**config.mk**
```make
export PLATFORM = sky130hd
export DESIGN_NAME = ifetch_unit_flat
export DESIGN_NICKNAME = d
export VERILOG_FILES = /design/src/rtl/ifetch_unit_if.sv /design/src/rtl/ifetch_unit.sv /design/src/flat_wrapper.sv
export SDC_FILE = /design/constraint.sdc
export NUM_CORES = 1
export LEC_CHECK = 0
export CORE_MARGIN = 4
export CORE_UTILIZATION = 25
export CTS_BUF_LIST = sky130_fd_sc_hd__clkbuf_8
export CTS_CLUSTER_DIAMETER = 50
export CTS_CLUSTER_SIZE = 14
export DETAILED_ROUTE_END_ITERATION = 10
export GPL_TIMING_DRIVEN = 0
export PLACE_DENSITY = 0.6
export RECOVER_POWER = 25
export SLEW_MARGIN = 20
export SYNTH_ARGS = -nofsm -noshare
export SYNTH_HDL_FRONTEND = slang
export SYNTH_SLANG_ARGS = --single-unit
export TNS_END_PERCENT = 1
```
**constraint.sdc**
```tcl
create_clock -name clock -period 2.7 [get_ports clock]
set_input_delay 0.54 -clock clock [delete_from_list [all_inputs] [get_ports clock]]
set_output_delay 0.54 -clock clock [all_outputs]
set_load 0.05 [all_outputs]
```
**src/rtl/ifetch_unit_if.sv**
```systemverilog
// Instruction-memory request/acknowledge bus between the fetch unit and instruction memory.
interface ifetch_unit_if #(
  parameter int ADDR_W = 14
);
  logic              imem_req;
  logic [ADDR_W-1:0] imem_addr;
  logic              imem_ack;
  logic [31:0]       imem_rdata;

  modport master (output imem_req, imem_addr, input imem_ack, imem_rdata);
  modport slave  (input imem_req, imem_addr, output imem_ack, imem_rdata);
endinterface

```
**src/rtl/ifetch_unit.sv**
```systemverilog
// Instruction-fetch stage: holds the PC, fetches over a req/ack bus, resolves next-PC.
// Optional perf counters (stall_cycles, retired) are built when IFETCH_PERF_EN is defined.
module ifetch_unit #(
  parameter int          ADDR_W   = 14,
  parameter logic [31:0] RESET_PC = 32'h0000_0000
) (
  input  logic         clock,
  input  logic         reset,
  ifetch_unit_if.master imem,
  output logic [31:0]  Instruction,
  output logic         instr_valid,
  input  logic         advance,
  input  logic         Branch,
  input  logic         nBranch,
  input  logic         Zero,
  input  logic         Jmp,
  input  logic         Jal,
  input  logic         Jr,
  input  logic [31:0]  Read_data_1,
  input  logic [31:0]  Imme_extend,
  output logic [31:0]  PC,
  output logic [31:0]  opcplus4,
  output logic         fault,
  output logic [31:0]  stall_cycles,
  output logic [31:0]  retired
);

  typedef enum logic [1:0] {S_REQ, S_READY, S_FAULT} state_t;

  state_t      state, state_nxt;
  logic        fetch_done;
  logic        pc_take;
  logic        fault_take;
  logic        br_taken;
  logic        jr_misaligned;
  logic [31:0] next_pc;

  // Branch offset is a signed word displacement; the sum wraps at 32 bits.
  function automatic logic [31:0] branch_target(input logic [31:0] base,
                                                input logic signed [31:0] imm);
    logic signed [31:0] offs;
    offs = imm <<< 2;
    return base + offs;
  endfunction

  assign imem.imem_req  = (state == S_REQ) & ~reset;
  assign imem.imem_addr = PC[ADDR_W+1:2];

  assign br_taken      = (Branch & Zero) | (nBranch & ~Zero);
  assign jr_misaligned = Jr & (Read_data_1[1:0] != 2'b00);

  always_comb begin
    next_pc = opcplus4;
    if (Jr)
      next_pc = Read_data_1;
    else if (Jmp | Jal)
      next_pc = {opcplus4[31:28], Instruction[25:0], 2'b00};
    else if (br_taken)
      next_pc = branch_target(opcplus4, Imme_extend);
  end

  always_comb begin
    state_nxt  = state;
    fetch_done = 1'b0;
    pc_take    = 1'b0;
    fault_take = 1'b0;
    case (state)
      S_REQ: begin
        if (imem.imem_ack) begin
          fetch_done = 1'b1;
          state_nxt  = S_READY;
        end
      end
      S_READY: begin
        if (advance) begin
          if (jr_misaligned) begin
            fault_take = 1'b1;
            state_nxt  = S_FAULT;
          end else begin
            pc_take   = 1'b1;
            state_nxt = S_REQ;
          end
        end
      end
      S_FAULT: state_nxt = S_FAULT;
      default: state_nxt = S_REQ;
    endcase
  end

  always_ff @(posedge clock) begin
    if (reset) begin
      state       <= S_REQ;
      PC          <= RESET_PC;
      Instruction <= 32'd0;
      opcplus4    <= 32'd0;
      instr_valid <= 1'b0;
      fault       <= 1'b0;
    end else begin
      state <= state_nxt;
      if (fetch_done) begin
        Instruction <= imem.imem_rdata;
        opcplus4    <= PC + 32'd4;
        instr_valid <= 1'b1;
      end
      if (pc_take) begin
        PC          <= next_pc;
        instr_valid <= 1'b0;
      end
      if (fault_take) begin
        instr_valid <= 1'b0;
        fault       <= 1'b1;
      end
    end
  end

`ifdef IFETCH_PERF_EN
  logic [31:0] stall_q;
  logic [31:0] retired_q;

  always_ff @(posedge clock) begin
    if (reset) begin
      stall_q   <= 32'd0;
      retired_q <= 32'd0;
    end else begin
      if (state == S_REQ)
        stall_q <= stall_q + 32'd1;
      if ((state == S_READY) && advance)
        retired_q <= retired_q + 32'd1;
    end
  end

  assign stall_cycles = stall_q;
  assign retired      = retired_q;
`else
  assign stall_cycles = 32'd0;
  assign retired      = 32'd0;
`endif

endmodule
```
**src/flat_wrapper.sv**
```systemverilog
// flat-port wrapper written by rule: the top's interface ports become plain ports
module ifetch_unit_flat 
#(
  parameter int          ADDR_W   = 14,
  parameter logic [31:0] RESET_PC = 32'h0000_0000
)
  (clock, reset, Instruction, instr_valid, advance, Branch, nBranch, Zero, Jmp, Jal, Jr, Read_data_1, Imme_extend, PC, opcplus4, fault, stall_cycles, retired, imem_imem_req, imem_imem_addr, imem_imem_ack, imem_imem_rdata);
  ifetch_unit_if #(.ADDR_W(ADDR_W)) imem_i ();
  input  logic clock;
  input  logic reset;
  output logic [31:0] Instruction;
  output logic instr_valid;
  input  logic advance;
  input  logic Branch;
  input  logic nBranch;
  input  logic Zero;
  input  logic Jmp;
  input  logic Jal;
  input  logic Jr;
  input  logic [31:0] Read_data_1;
  input  logic [31:0] Imme_extend;
  output logic [31:0] PC;
  output logic [31:0] opcplus4;
  output logic fault;
  output logic [31:0] stall_cycles;
  output logic [31:0] retired;
  output wire logic [$bits(imem_i.imem_req)-1:0] imem_imem_req;
  output wire logic [$bits(imem_i.imem_addr)-1:0] imem_imem_addr;
  input wire logic [$bits(imem_i.imem_ack)-1:0] imem_imem_ack;
  input wire logic [$bits(imem_i.imem_rdata)-1:0] imem_imem_rdata;
  assign imem_imem_req = imem_i.imem_req;
  assign imem_imem_addr = imem_i.imem_addr;
  assign imem_i.imem_ack = imem_imem_ack;
  assign imem_i.imem_rdata = imem_imem_rdata;
  ifetch_unit #(.ADDR_W(ADDR_W), .RESET_PC(RESET_PC)) u_core (.clock(clock), .reset(reset), .imem(imem_i), .Instruction(Instruction), .instr_valid(instr_valid), .advance(advance), .Branch(Branch), .nBranch(nBranch), .Zero(Zero), .Jmp(Jmp), .Jal(Jal), .Jr(Jr), .Read_data_1(Read_data_1), .Imme_extend(Imme_extend), .PC(PC), .opcplus4(opcplus4), .fault(fault), .stall_cycles(stall_cycles), .retired(retired));
endmodule
```
==> results of run 1 <==
[metal layers]
| layer | GRT usage (%) | up-vias |
|---|---|---|
| li1 | - | 3639 |
| met1 | 23.5 | 3420 |
| met2 | 30.9 | 290 |
| met3 | 3.54 | 42 |
| met4 | 7.04 | 0 |
| met5 | 0 | - |
[layout make-up]
type / count / area [um^2]
inverter: 10 / 37.5
clock buffer: 12 / 165
multi-input combinational: 726 / 4440
clock inverter: 3 / 37.5
tap: 335 / 419
buffer: 126 / 771
fill: 2798 / 16200
sequential: 100 / 2000
timing repair buffer: 226 / 2240
[worst max-delay path by stage]
stage / from / endpoint / slack (ns) / cells after the start
finish: reset / imem_imem_req / -0.06 / 5
global route: Imme_extend[0] / u_core.PC[30]$_SDFFE_PP0P_ / -0.15 / 13
CTS: Imme_extend[10] / u_core.PC[23]$_SDFFE_PP0P_ / -0.06 / 11
detailed placement: Imme_extend[0] / u_core.PC[30]$_SDFFE_PP0P_ / -1.02 / 12
global placement: Imme_extend[0] / u_core.PC[18]$_SDFFE_PP0P_ / -0.99 / 12
floorplan: u_core.opcplus4[2]$_SDFFE_PP0P_ / u_core.PC[30]$_SDFFE_PP0P_ / 0.01 / 11
[critical path, cell delays in order]
cell             delay (ns)
clkdlybuf4s50_1        0.60
clkbuf_2               0.30
buf_2                  0.34
nor3_1                 0.08
clkdlybuf4s15_2        0.35
[power groups by stage]
stage	combinational, mW	sequential [mW]	clock (mW)
2_1_floorplan	0.895	1.96	0
3_3_place_gp	1.75	1.71	0
3_5_place_dp	1.75	1.71	0
4_1_cts	1.81	1.68	1.06
5_1_grt	1.97	1.69	1.11
6_report	1.85	1.68	1.04
[placed cells by master, fill, tap and decap left out, types with 17 or more instances in the layout]
cell / synthesis / final
o21ai_0: 43 / 38
dlygate4sd3_1: 0 / 46
conb_1: 1 / 64
nor2_1: 91 / 87
buf_4: 78 / 88
ha_1: 30 / 17
xor2_1: 22 / 22
a21oi_1: 98 / 93
dfxtp_1: 100 / 98
nand3_1: 19 / 18
nand2_1: 127 / 127
nor3_1: 23 / 22
clkbuf_1: 40 / 39
clkdlybuf4s50_1: 0 / 157
a211oi_1: 43 / 42
xnor2_1: 25 / 25
[flip-flops by register name, summed over array words and instances, names as in the netlist]
signal / count
u_core.Instruction: 32
u_core.PC: 32
u_core.fault: 1
u_core.instr_valid: 1
u_core.opcplus4: 32
u_core.state: 2
[stage by stage]
stage | TNS [ns] | instances | power, mW | setup slack, ns | utilization [%]
3_3_place_gp | -24.34 | 1512 | 3.45 | -0.992 | 36.3
2_1_floorplan | 0 | 962 | 2.86 | 0.0110 | -
6_report | -0.179 | 1538 | 4.57 | -0.0584 | 38.5
3_5_place_dp | -25.45 | 1512 | 3.46 | -1.02 | 36.3
5_1_grt | -1.31 | 1538 | 4.77 | -0.153 | 38.5
4_1_cts | -0.197 | 1535 | 4.56 | -0.0566 | 38.0
[cells by family after synthesis]
family                     Yosys count  share of synthesized area, %
DFF                                100                          29.8
buffers and inverters              136                          12.0
AOI/OAI and AO/OA                  253                          23.6
other                                1                        0.0558
and+or+nand+nor                    327                          22.0
adders and majority gates           31                          5.88
muxes                                4                         0.614
xor gates and xnor gates            47                          6.12
[what timing repair did]
action,4_1_cts,5_1_grt
hold endpoints to repair,0,0
pin swaps,19,19
setup endpoints to repair,21,24
gates resized for setup,41,31
buffers inserted,8,3
==> impl_metrics.tcl, run 1 <==
set metrics [dict create \
    syn_to_final_growth_pct 50.4 \
    wl_per_cell_um 18.9 \
    timing.fmax_mhz 363 \
    min_from "u_core.Instruction[28]$_SDFFE_PP0P_" \
    routed_wl_mm 29.0 \
    hpwl_mm 22.9 \
    portBuffers 215 \
    slew_headroom_pct 43.7 \
    grt_pass1_vias 6864 \
    path_clk_slew_ns 0.09 \
    reg2reg_from "u_core.opcplus4[2]$_SDFFE_PP0P_" \
    coreArea_um2 26300 \
    wl_met3_mm 2.01 \
    grt_max_degree 15 \
    finalHoldViolCount 0 \
    cp_max_fo 10 \
    fin_crit_ns 2.76 \
    synth_seq_cells 100 \
    syn_avg_cell_area_um2 7.48 \
    worst_setup_path_start_kind "primary input" \
    power_frac_seq_pct 36.8 \
    ys_top_cells_by_count "127 x nand2_1, 100 x dfxtp_1, 98 x a21oi_1" \
    status "complete, but fails checks" \
    yosysMostFrequentCell "nand2_1" \
    dr_wl_met2_mm 13.8 \
    p_sw_mw 1.84 \
    drv_cap 0 \
    clockRootBuffer "clkbuf_8" \
    async_reset_ff_share_pct 0 \
    vdd_drop_max_uv 189 \
    clockBufferDepth 2 \
    worst_ep_arrival_time_ns 2.22 \
    top_layer "met4" \
    die_width_um 172 \
    synthTopCellsByArea "dfxtp_1 30%, buf_4 8.7%, a21oi_1 7.3%" \
    remaining_drc_errors 0 \
    comb_power_share_pct 40.4 \
    worst_slack_ns -0.0584 \
    ant_nets 0 \
    grt_overflow 0 \
    reg2regPathDepth 12 \
    die-area_um2 29600 \
    synth-edff-count 0 \
    place.gp.congestion 0.909 \
    rsz0062_at_grt "true" \
    numClockSinks 100 \
    synth_cells 899 \
    synth_area_um2 6720 \
    hp-class "flop to flop" \
    crit_type "primary input to output pin" \
    tightestPinTransition_ns 0.844 \
    start_util_pct 25.6 \
    num_rows 59 \
    cts_buffers 9 \
    h-tree-depth 3 \
    diodes 0 \
    finalClockSkew_ns 0.0136 \
    io_pins 283 \
    violations "setup timing" \
    die_y_um 172 \
    worstPathRequired_ns 2.16 \
    netSwitchingFraction_pct 40.2 \
    yosys.area.top_type "dfxtp_1" \
    fin_hold_ws_ns 0.457 \
    finalSetupViolCount 5 \
    power_density_nw_per_um2 452 \
    cts_hold_buf 0 \
    seq_area_frac_synth_pct 29.8 \
    cp-end-kind "output pin" \
    antenna_found_initial 0 \
    tritoncts "built" \
    r2r_slack_ns 0.02 \
    ys_types 56 \
    drt_iter0_drc 505 \
    num_vias 7391 \
    routed_via_density 4.81 \
    track_usage_pct 18.4 \
    wl_met1_mm 12.3 \
    whs_path_depth 2 \
    fin_area_um2 10100 \
    grt_pass1_wl_mm 41.5 \
    synthFlopType "dfxtp_1" \
    ys_warn_count 0 \
    p_int_mw 2.74 \
    hold-path-endpoint "u_core.Instruction[28]$_SDFFE_PP0P_" \
    clock_latency_ns 0.39 \
    r2r-end "u_core.PC[26]$_SDFFE_PP0P_" \
    fin_crit_sh_pct 102 \
    dpl_cell_area_um2 9530 \
    p_leak_nw 4.04 \
    yosysTopAreaCellShare_pct 29.8 \
    drive_above_1_share_pct 13.2 \
    clkPwrFrac_pct 22.8 \
    drtPass1Iterations 5 \
    layout.nets 1336 \
    drv_slew 0 \
]
Power figures use the tool's default switching activity.
==> run 2, diff against run 1 <==
--- a/config.mk
+++ b/config.mk
@@ -12,7 +12,7 @@
 export CTS_CLUSTER_SIZE = 14
 export DETAILED_ROUTE_END_ITERATION = 10
 export GPL_TIMING_DRIVEN = 0
-export PLACE_DENSITY = 0.6
+export PLACE_DENSITY = 0.66
 export RECOVER_POWER = 25
 export SLEW_MARGIN = 20
 export SYNTH_ARGS = -nofsm -noshare
==> run 2 against run 1 <==
Against the previous run:
- the flow still finishes with violations (setup timing)
- combinational power about the same
- sequential power about the same
- first-iteration DRC count shrank 10%
- non-clock buffer count shrank 5
- clock skew grew 0.0081 ns
- register-to-register slack worse by 0.02 ns
- clock-buffer cell count fell by 3
- sequential share of layout area increased by 0.069 points
- wire length decreased by 1.3%
- worst setup slack improved by 0.019 ns
- flip-flop and latch count unchanged
- clock power rose by 6%
- largest power group unchanged
==> impl_metrics.tcl, run 2 (same netlist as run 1, synthesis figures left out) <==
set metrics [dict create \
    h-tree-depth 3 \
    fin_crit_ns 2.74 \
    tritoncts "built" \
    fin_cells 1534 \
    power_density_nw_per_um2 456 \
    grt_use_met3_pct 5.03 \
    drtPass1Iterations 5 \
    vdd_drop_max_uv 228 \
    hpwl_mm 23.0 \
    num_vias 7401 \
    drv_slew 0 \
    worst_ep_arrival_time_ns 3.06 \
    die_width_um 172 \
    crit_type "primary input to flop" \
    multi_input_comb_area_um2 4440 \
    finalSetupViolCount 1 \
    coreArea_um2 26300 \
    die-area_um2 29600 \
    violations "setup timing" \
    drv_cap 0 \
    p_leak_nw 3.95 \
    cp_max_fo 5 \
    clockRootBuffer "clkbuf_8" \
    antenna_found_initial 5 \
    wl_per_cell_um 18.6 \
    grt_max_degree 18 \
    dp.cells 1512 \
    place.gp.congestion 0.922 \
    routed_via_density 4.82 \
    dpl_cell_area_um2 9530 \
    grt_busiest_layer "met2" \
    slew_headroom_pct 47.5 \
    layout_common_cells "196 x clkdlybuf4s50_1, 127 x nand2_1, 97 x dfxtp_1" \
    track_usage_pct 18.4 \
    die_y_um 172 \
    grt_pass1_wl_mm 41.6 \
    diodes 0 \
    numClockSinks 100 \
    io_pins 283 \
    rsz0062_at_grt "true" \
    fin_util_pct 38.5 \
    hp-class "flop to flop" \
    fin_crit_sh_pct 101 \
    routed_wl_mm 28.6 \
    drive_above_1_share_pct 13.2 \
    fin_area_um2 10100 \
    num_rows 59 \
    worstPathRequired_ns 3.02 \
    fillers 2768 \
    grt_use_met1_pct 23.4 \
    cts_buffers 9 \
    timing.fmax_mhz 365 \
    grt_overflow 0 \
    grt_pass1_vias 6874 \
    ant_nets 0 \
    path_clk_slew_ns 0.11 \
    start_util_pct 25.6 \
    drt_iter0_drc 453 \
    portBuffers 215 \
    finalClockSkew_ns 0.0217 \
    layout_commonest_cell "clkdlybuf4s50_1" \
    worst_setup_path_start_kind "primary input" \
    top_regs "u_core.Instruction: 32 flops, u_core.PC: 32 flops, u_core.opcplus4: 32 flops" \
    cp-end-kind "flop" \
    tightestPinTransition_ns 0.788 \
    status "complete, but fails checks" \
    clockBufferDepth 2 \
    syn_to_final_growth_pct 50.4 \
    register_area_um2 2010 \
    layout.nets 1331 \
    finalHoldViolCount 0 \
    worst_slack_ns -0.0393 \
    clock_latency_ns 0.39 \
    remaining_drc_errors 0 \
    grt_use_met2_pct 30.0 \
]
run 2: changes by cell type in the layout (fill, tap and decap cells not counted), moves of 3 or more:
cell / before / now
dlygate4sd2_1: 6 / 2
clkbuf_8: 12 / 9
buf_4: 88 / 84
clkinvlp_4: 0 / 3
dlygate4sd3_1: 46 / 8
clkdlybuf4s50_1: 157 / 196
run 2: per-layer routing:
metal  wire [um]  vias to the layer above
met5          67                        -
met4        1010                       10
met3        2690                       67
met2       13100                      354
met1       11700                     3330
li1            -                     3640
run 2: worst max-delay path, stage by stage:
cell and delay (ns):
clkdlybuf4s50_1 0.44, ha_4 0.30, a21oi_1 0.08, o21ai_2 0.20
nor2_1 0.11, a211oi_4 0.28, nor4_2 0.10, or3_1 0.38
a311oi_2 0.33, a21oi_2 0.08, a211oi_2 0.21
run 2: worst paths after layout:
kind,from,end,slack (ns),depth (start not counted)
max reg2reg,u_core.opcplus4[3]$_SDFFE_PP0P_,u_core.PC[23]$_SDFFE_PP0P_,0,10
min reg2reg,u_core.Instruction[31]$_SDFFE_PP0P_,u_core.Instruction[31]$_SDFFE_PP0P_,0.46,2
min,u_core.Instruction[31]$_SDFFE_PP0P_,u_core.Instruction[31]$_SDFFE_PP0P_,0.46,2
max,Imme_extend[10],u_core.PC[23]$_SDFFE_PP0P_,-0.04,11
run 2: what timing repair did:
action	in CTS	in global routing
buffers inserted	0	6
setup endpoints to repair	20	29
pin swaps	14	32
resized for setup	30	45
endpoints found under the hold margin	0	0
hold buffers	0	0
run 2: final cells by class:
cell class	instances	share of cell area (%)
Multi-Input combinational cell	726	43.9
Clock inverter	7	0.978
Clock buffer	9	1.23
Timing Repair Buffer	221	21.8
Inverter	10	0.371
Buffer	126	7.66
Tap cell	335	4.15
Sequential cell	100	19.9
run 2: power by group:
group	leakage (nW)	switching [mW]	internal, mW	total [mW]
Sequential	0.820	0.122	1.56	1.68
Clock	0.103	0.577	0.527	1.10
Combinational	3.02	1.15	0.676	1.82
run 2: stage by stage:
step / power (mW) / TNS [ns] / worst slack, ns / hold WS, ns
global placement: 3.44 / -22.41 / -0.879 / 0.443
global route: 4.82 / -0.709 / -0.119 / 0.479
detailed placement: 3.45 / -23.18 / -0.864 / 0.449
floorplan: 2.86 / 0 / 0.0110 / 0.491
CTS: 4.58 / -0.0636 / -0.0538 / 0.465
finish: 4.61 / -0.0393 / -0.0393 / 0.458
==> run 3, diff against run 2 <==
--- a/config.mk
+++ b/config.mk
@@ -5,16 +5,17 @@
 export SDC_FILE = /design/constraint.sdc
 export NUM_CORES = 1
 export LEC_CHECK = 0
+export CELL_PAD_IN_SITES_DETAIL_PLACEMENT = 2
+export CELL_PAD_IN_SITES_GLOBAL_PLACEMENT = 2
 export CORE_MARGIN = 4
-export CORE_UTILIZATION = 25
+export CORE_UTILIZATION = 21
 export CTS_BUF_LIST = sky130_fd_sc_hd__clkbuf_8
-export CTS_CLUSTER_DIAMETER = 50
 export CTS_CLUSTER_SIZE = 14
 export DETAILED_ROUTE_END_ITERATION = 10
 export GPL_TIMING_DRIVEN = 0
-export PLACE_DENSITY = 0.66
+export PLACE_DENSITY = 0.9
 export RECOVER_POWER = 25
-export SLEW_MARGIN = 20
+export SLEW_MARGIN = 0
 export SYNTH_ARGS = -nofsm -noshare
 export SYNTH_HDL_FRONTEND = slang
 export SYNTH_SLANG_ARGS = --single-unit
==> run 3 against run 2 <==
Against the previous run:
- the flow still finishes with violations (setup timing)
- design area increased by 1.7%
- worst setup slack got worse by 0.098 ns
- hold slack improved by 0.014 ns
- clock skew decreased by 0.0062 ns
- power increased by 3.2%
- flip-flop and latch count unchanged
- clock power about the same
- clock-buffer cell count unchanged
- first-iteration DRC count increased by 25%
- register-to-register slack got worse by 0.11 ns
- via count increased by 7.6%
- fmax decreased by 3.4%
- critical endpoint unchanged
- largest cell class unchanged
==> impl_metrics.tcl, run 3 (same netlist as run 1, synthesis figures left out) <==
set metrics [dict create \
    io_pins 283 \
    register_area_um2 2010 \
    worst_slack_ns -0.137 \
    worst_setup_path_start_kind "primary input" \
    status "complete, but fails checks" \
    finalClockSkew_ns 0.0155 \
    path_clk_slew_ns 0.11 \
    cp-startpoint "Imme_extend[11]" \
    power_density_nw_per_um2 463 \
    slowest_delay_ns 0.47 \
    grt_pass1_vias 8704 \
    num_rows 65 \
    drv_cap 0 \
    grt_max_degree 17 \
    drtPass1Iterations 5 \
    crit_chain "clkdlybuf4s50_1, ha_4, nand2_1, o21ai_4, nor2_2, a211oi_4, buf_6, nor4_4, or3_4, a311oi_4, a21oi_2, a211oi_2" \
    layout_common_cells "199 x clkdlybuf4s50_1, 127 x nand2_1, 98 x dfxtp_1" \
    fin_area_um2 10300 \
    wl_per_cell_um 23.4 \
    power_frac_seq_pct 35.6 \
    worstPathRequired_ns 3.01 \
    timing.fmax_mhz 352 \
    syn_to_final_growth_pct 52.9 \
    violations "setup timing" \
    start_util_pct 21.3 \
    portBuffers 215 \
    tritoncts "built" \
    hpwl_mm 28.8 \
    antenna_found_initial 5 \
    layout.nets 1332 \
    fin_crit_ns 2.84 \
    crit_family "compound AO/OA/AOI/OAI gates" \
    h-tree-depth 3 \
    comb_power_share_pct 41.1 \
    grt_overflow 0 \
    die_width_um 187 \
    multi_input_comb_area_um2 4520 \
    p_int_mw 2.78 \
    place_ws_ns -1.05 \
    clockRootBuffer "clkbuf_8" \
    crit_slowest_cell "clkdlybuf4s50_1" \
    layout_commonest_cell "clkdlybuf4s50_1" \
    rsz0062_at_grt "true" \
    p_leak_nw 4.00 \
    drive_above_1_share_pct 14.2 \
    total_power_mw 4.76 \
    finalSetupViolCount 15 \
    clock_latency_ns 0.39 \
    p_sw_mw 1.98 \
    cp-end-kind "flop" \
    reg2reg_from "u_core.opcplus4[2]$_SDFFE_PP0P_" \
    finalHoldViolCount 0 \
    crit_type "primary input to flop" \
    min_from "u_core.Instruction[28]$_SDFFE_PP0P_" \
    dpl_cell_area_um2 9620 \
    cp_num_buf_inv 2 \
    track_usage_pct 19.4 \
    netSwitchingFraction_pct 41.6 \
    remaining_drc_errors 0 \
    cts_hold_buf 0 \
    place.gp.congestion 0.876 \
    fin_crit_sh_pct 105 \
    vdd_drop_max_uv 233 \
    drt_iter0_drc 564 \
    num_vias 7963 \
    coreArea_um2 31600 \
    cp_max_fo 4 \
    clockBufferDepth 2 \
    hp-class "flop to flop" \
    cts_buffers 9 \
    routed_wl_mm 37.6 \
    die_y_um 187 \
    slew_headroom_pct 36.6 \
    ant_nets 0 \
    routed_via_density 4.96 \
    top_regs "u_core.Instruction: 32 flops, u_core.PC: 32 flops, u_core.opcplus4: 32 flops" \
    fillers 3645 \
    numClockSinks 100 \
    drv_slew 0 \
    tightestPinTransition_ns 0.951 \
    worst_ep_arrival_time_ns 3.15 \
    die-area_um2 34900 \
    clkPwrFrac_pct 23.3 \
    fin_util_pct 32.6 \
    grt_pass1_wl_mm 52.9 \
]
==> run 3: final timing paths <==
path,end,slack (ns),cells after the start
hold reg to reg,u_core.Instruction[28]$_SDFFE_PP0P_,0.47,2
hold / removal,u_core.Instruction[28]$_SDFFE_PP0P_,0.47,2
setup / recovery,u_core.PC[23]$_SDFFE_PP0P_,-0.14,12
setup reg to reg,u_core.PC[26]$_SDFFE_PP0P_,-0.11,11
==> run 3: routing by layer <==
layer | GRT usage [%] | up-vias | wire length (um)
li1 | - | 3630 | -
met1 | 22.6 | 3947 | 15400
met2 | 34.1 | 306 | 18500
met3 | 4.20 | 74 | 2240
met4 | 8.73 | 6 | 1500
met5 | 0 | - | 37
==> run 3: tightest hold or removal path: stages, from the launching register on <==
cell	delay, ns
dfxtp_1	0.32
nand2_1	0.05
a21oi_1	0.06
==> run 3: final cells by class <==
cell class	count	share of cell area, %
antenna	2	0.0487
clock buffer	9	1.20
clock inverter	7	0.901
inverter	10	0.365
timing repair buffer	223	21.6
sequential	100	19.5
multi-input combinational	726	43.9
tap	402	4.89
buffer	125	7.51
==> run 3: power groups by stage <==
stage | logic, mW | registers [mW] | clock network (mW)
4_1_cts | 1.86 | 1.69 | 1.12
3_3_place_gp | 1.75 | 1.71 | 0
2_1_floorplan | 0.895 | 1.96 | 0
5_1_grt | 2.07 | 1.71 | 1.18
3_5_place_dp | 1.81 | 1.72 | 0
6_report | 1.95 | 1.69 | 1.11
==> run 3: repair_timing <==
item	CTS	global route
resized for setup	42	52
pin swaps	11	19
setup buffers	0	8
gates cloned	0	0
endpoints found under the setup margin	35	34
==> run 3: through the flow <==
step / hold slack (ns) / TNS [ns] / cells
CTS: 0.479 / -0.565 / 1595
detailed placement: 0.465 / -30.84 / 1579
floorplan: 0.491 / 0 / 962
finish: 0.472 / -1.27 / 1604
global route: 0.507 / -2.39 / 1604
global placement: 0.442 / -23.71 / 1579
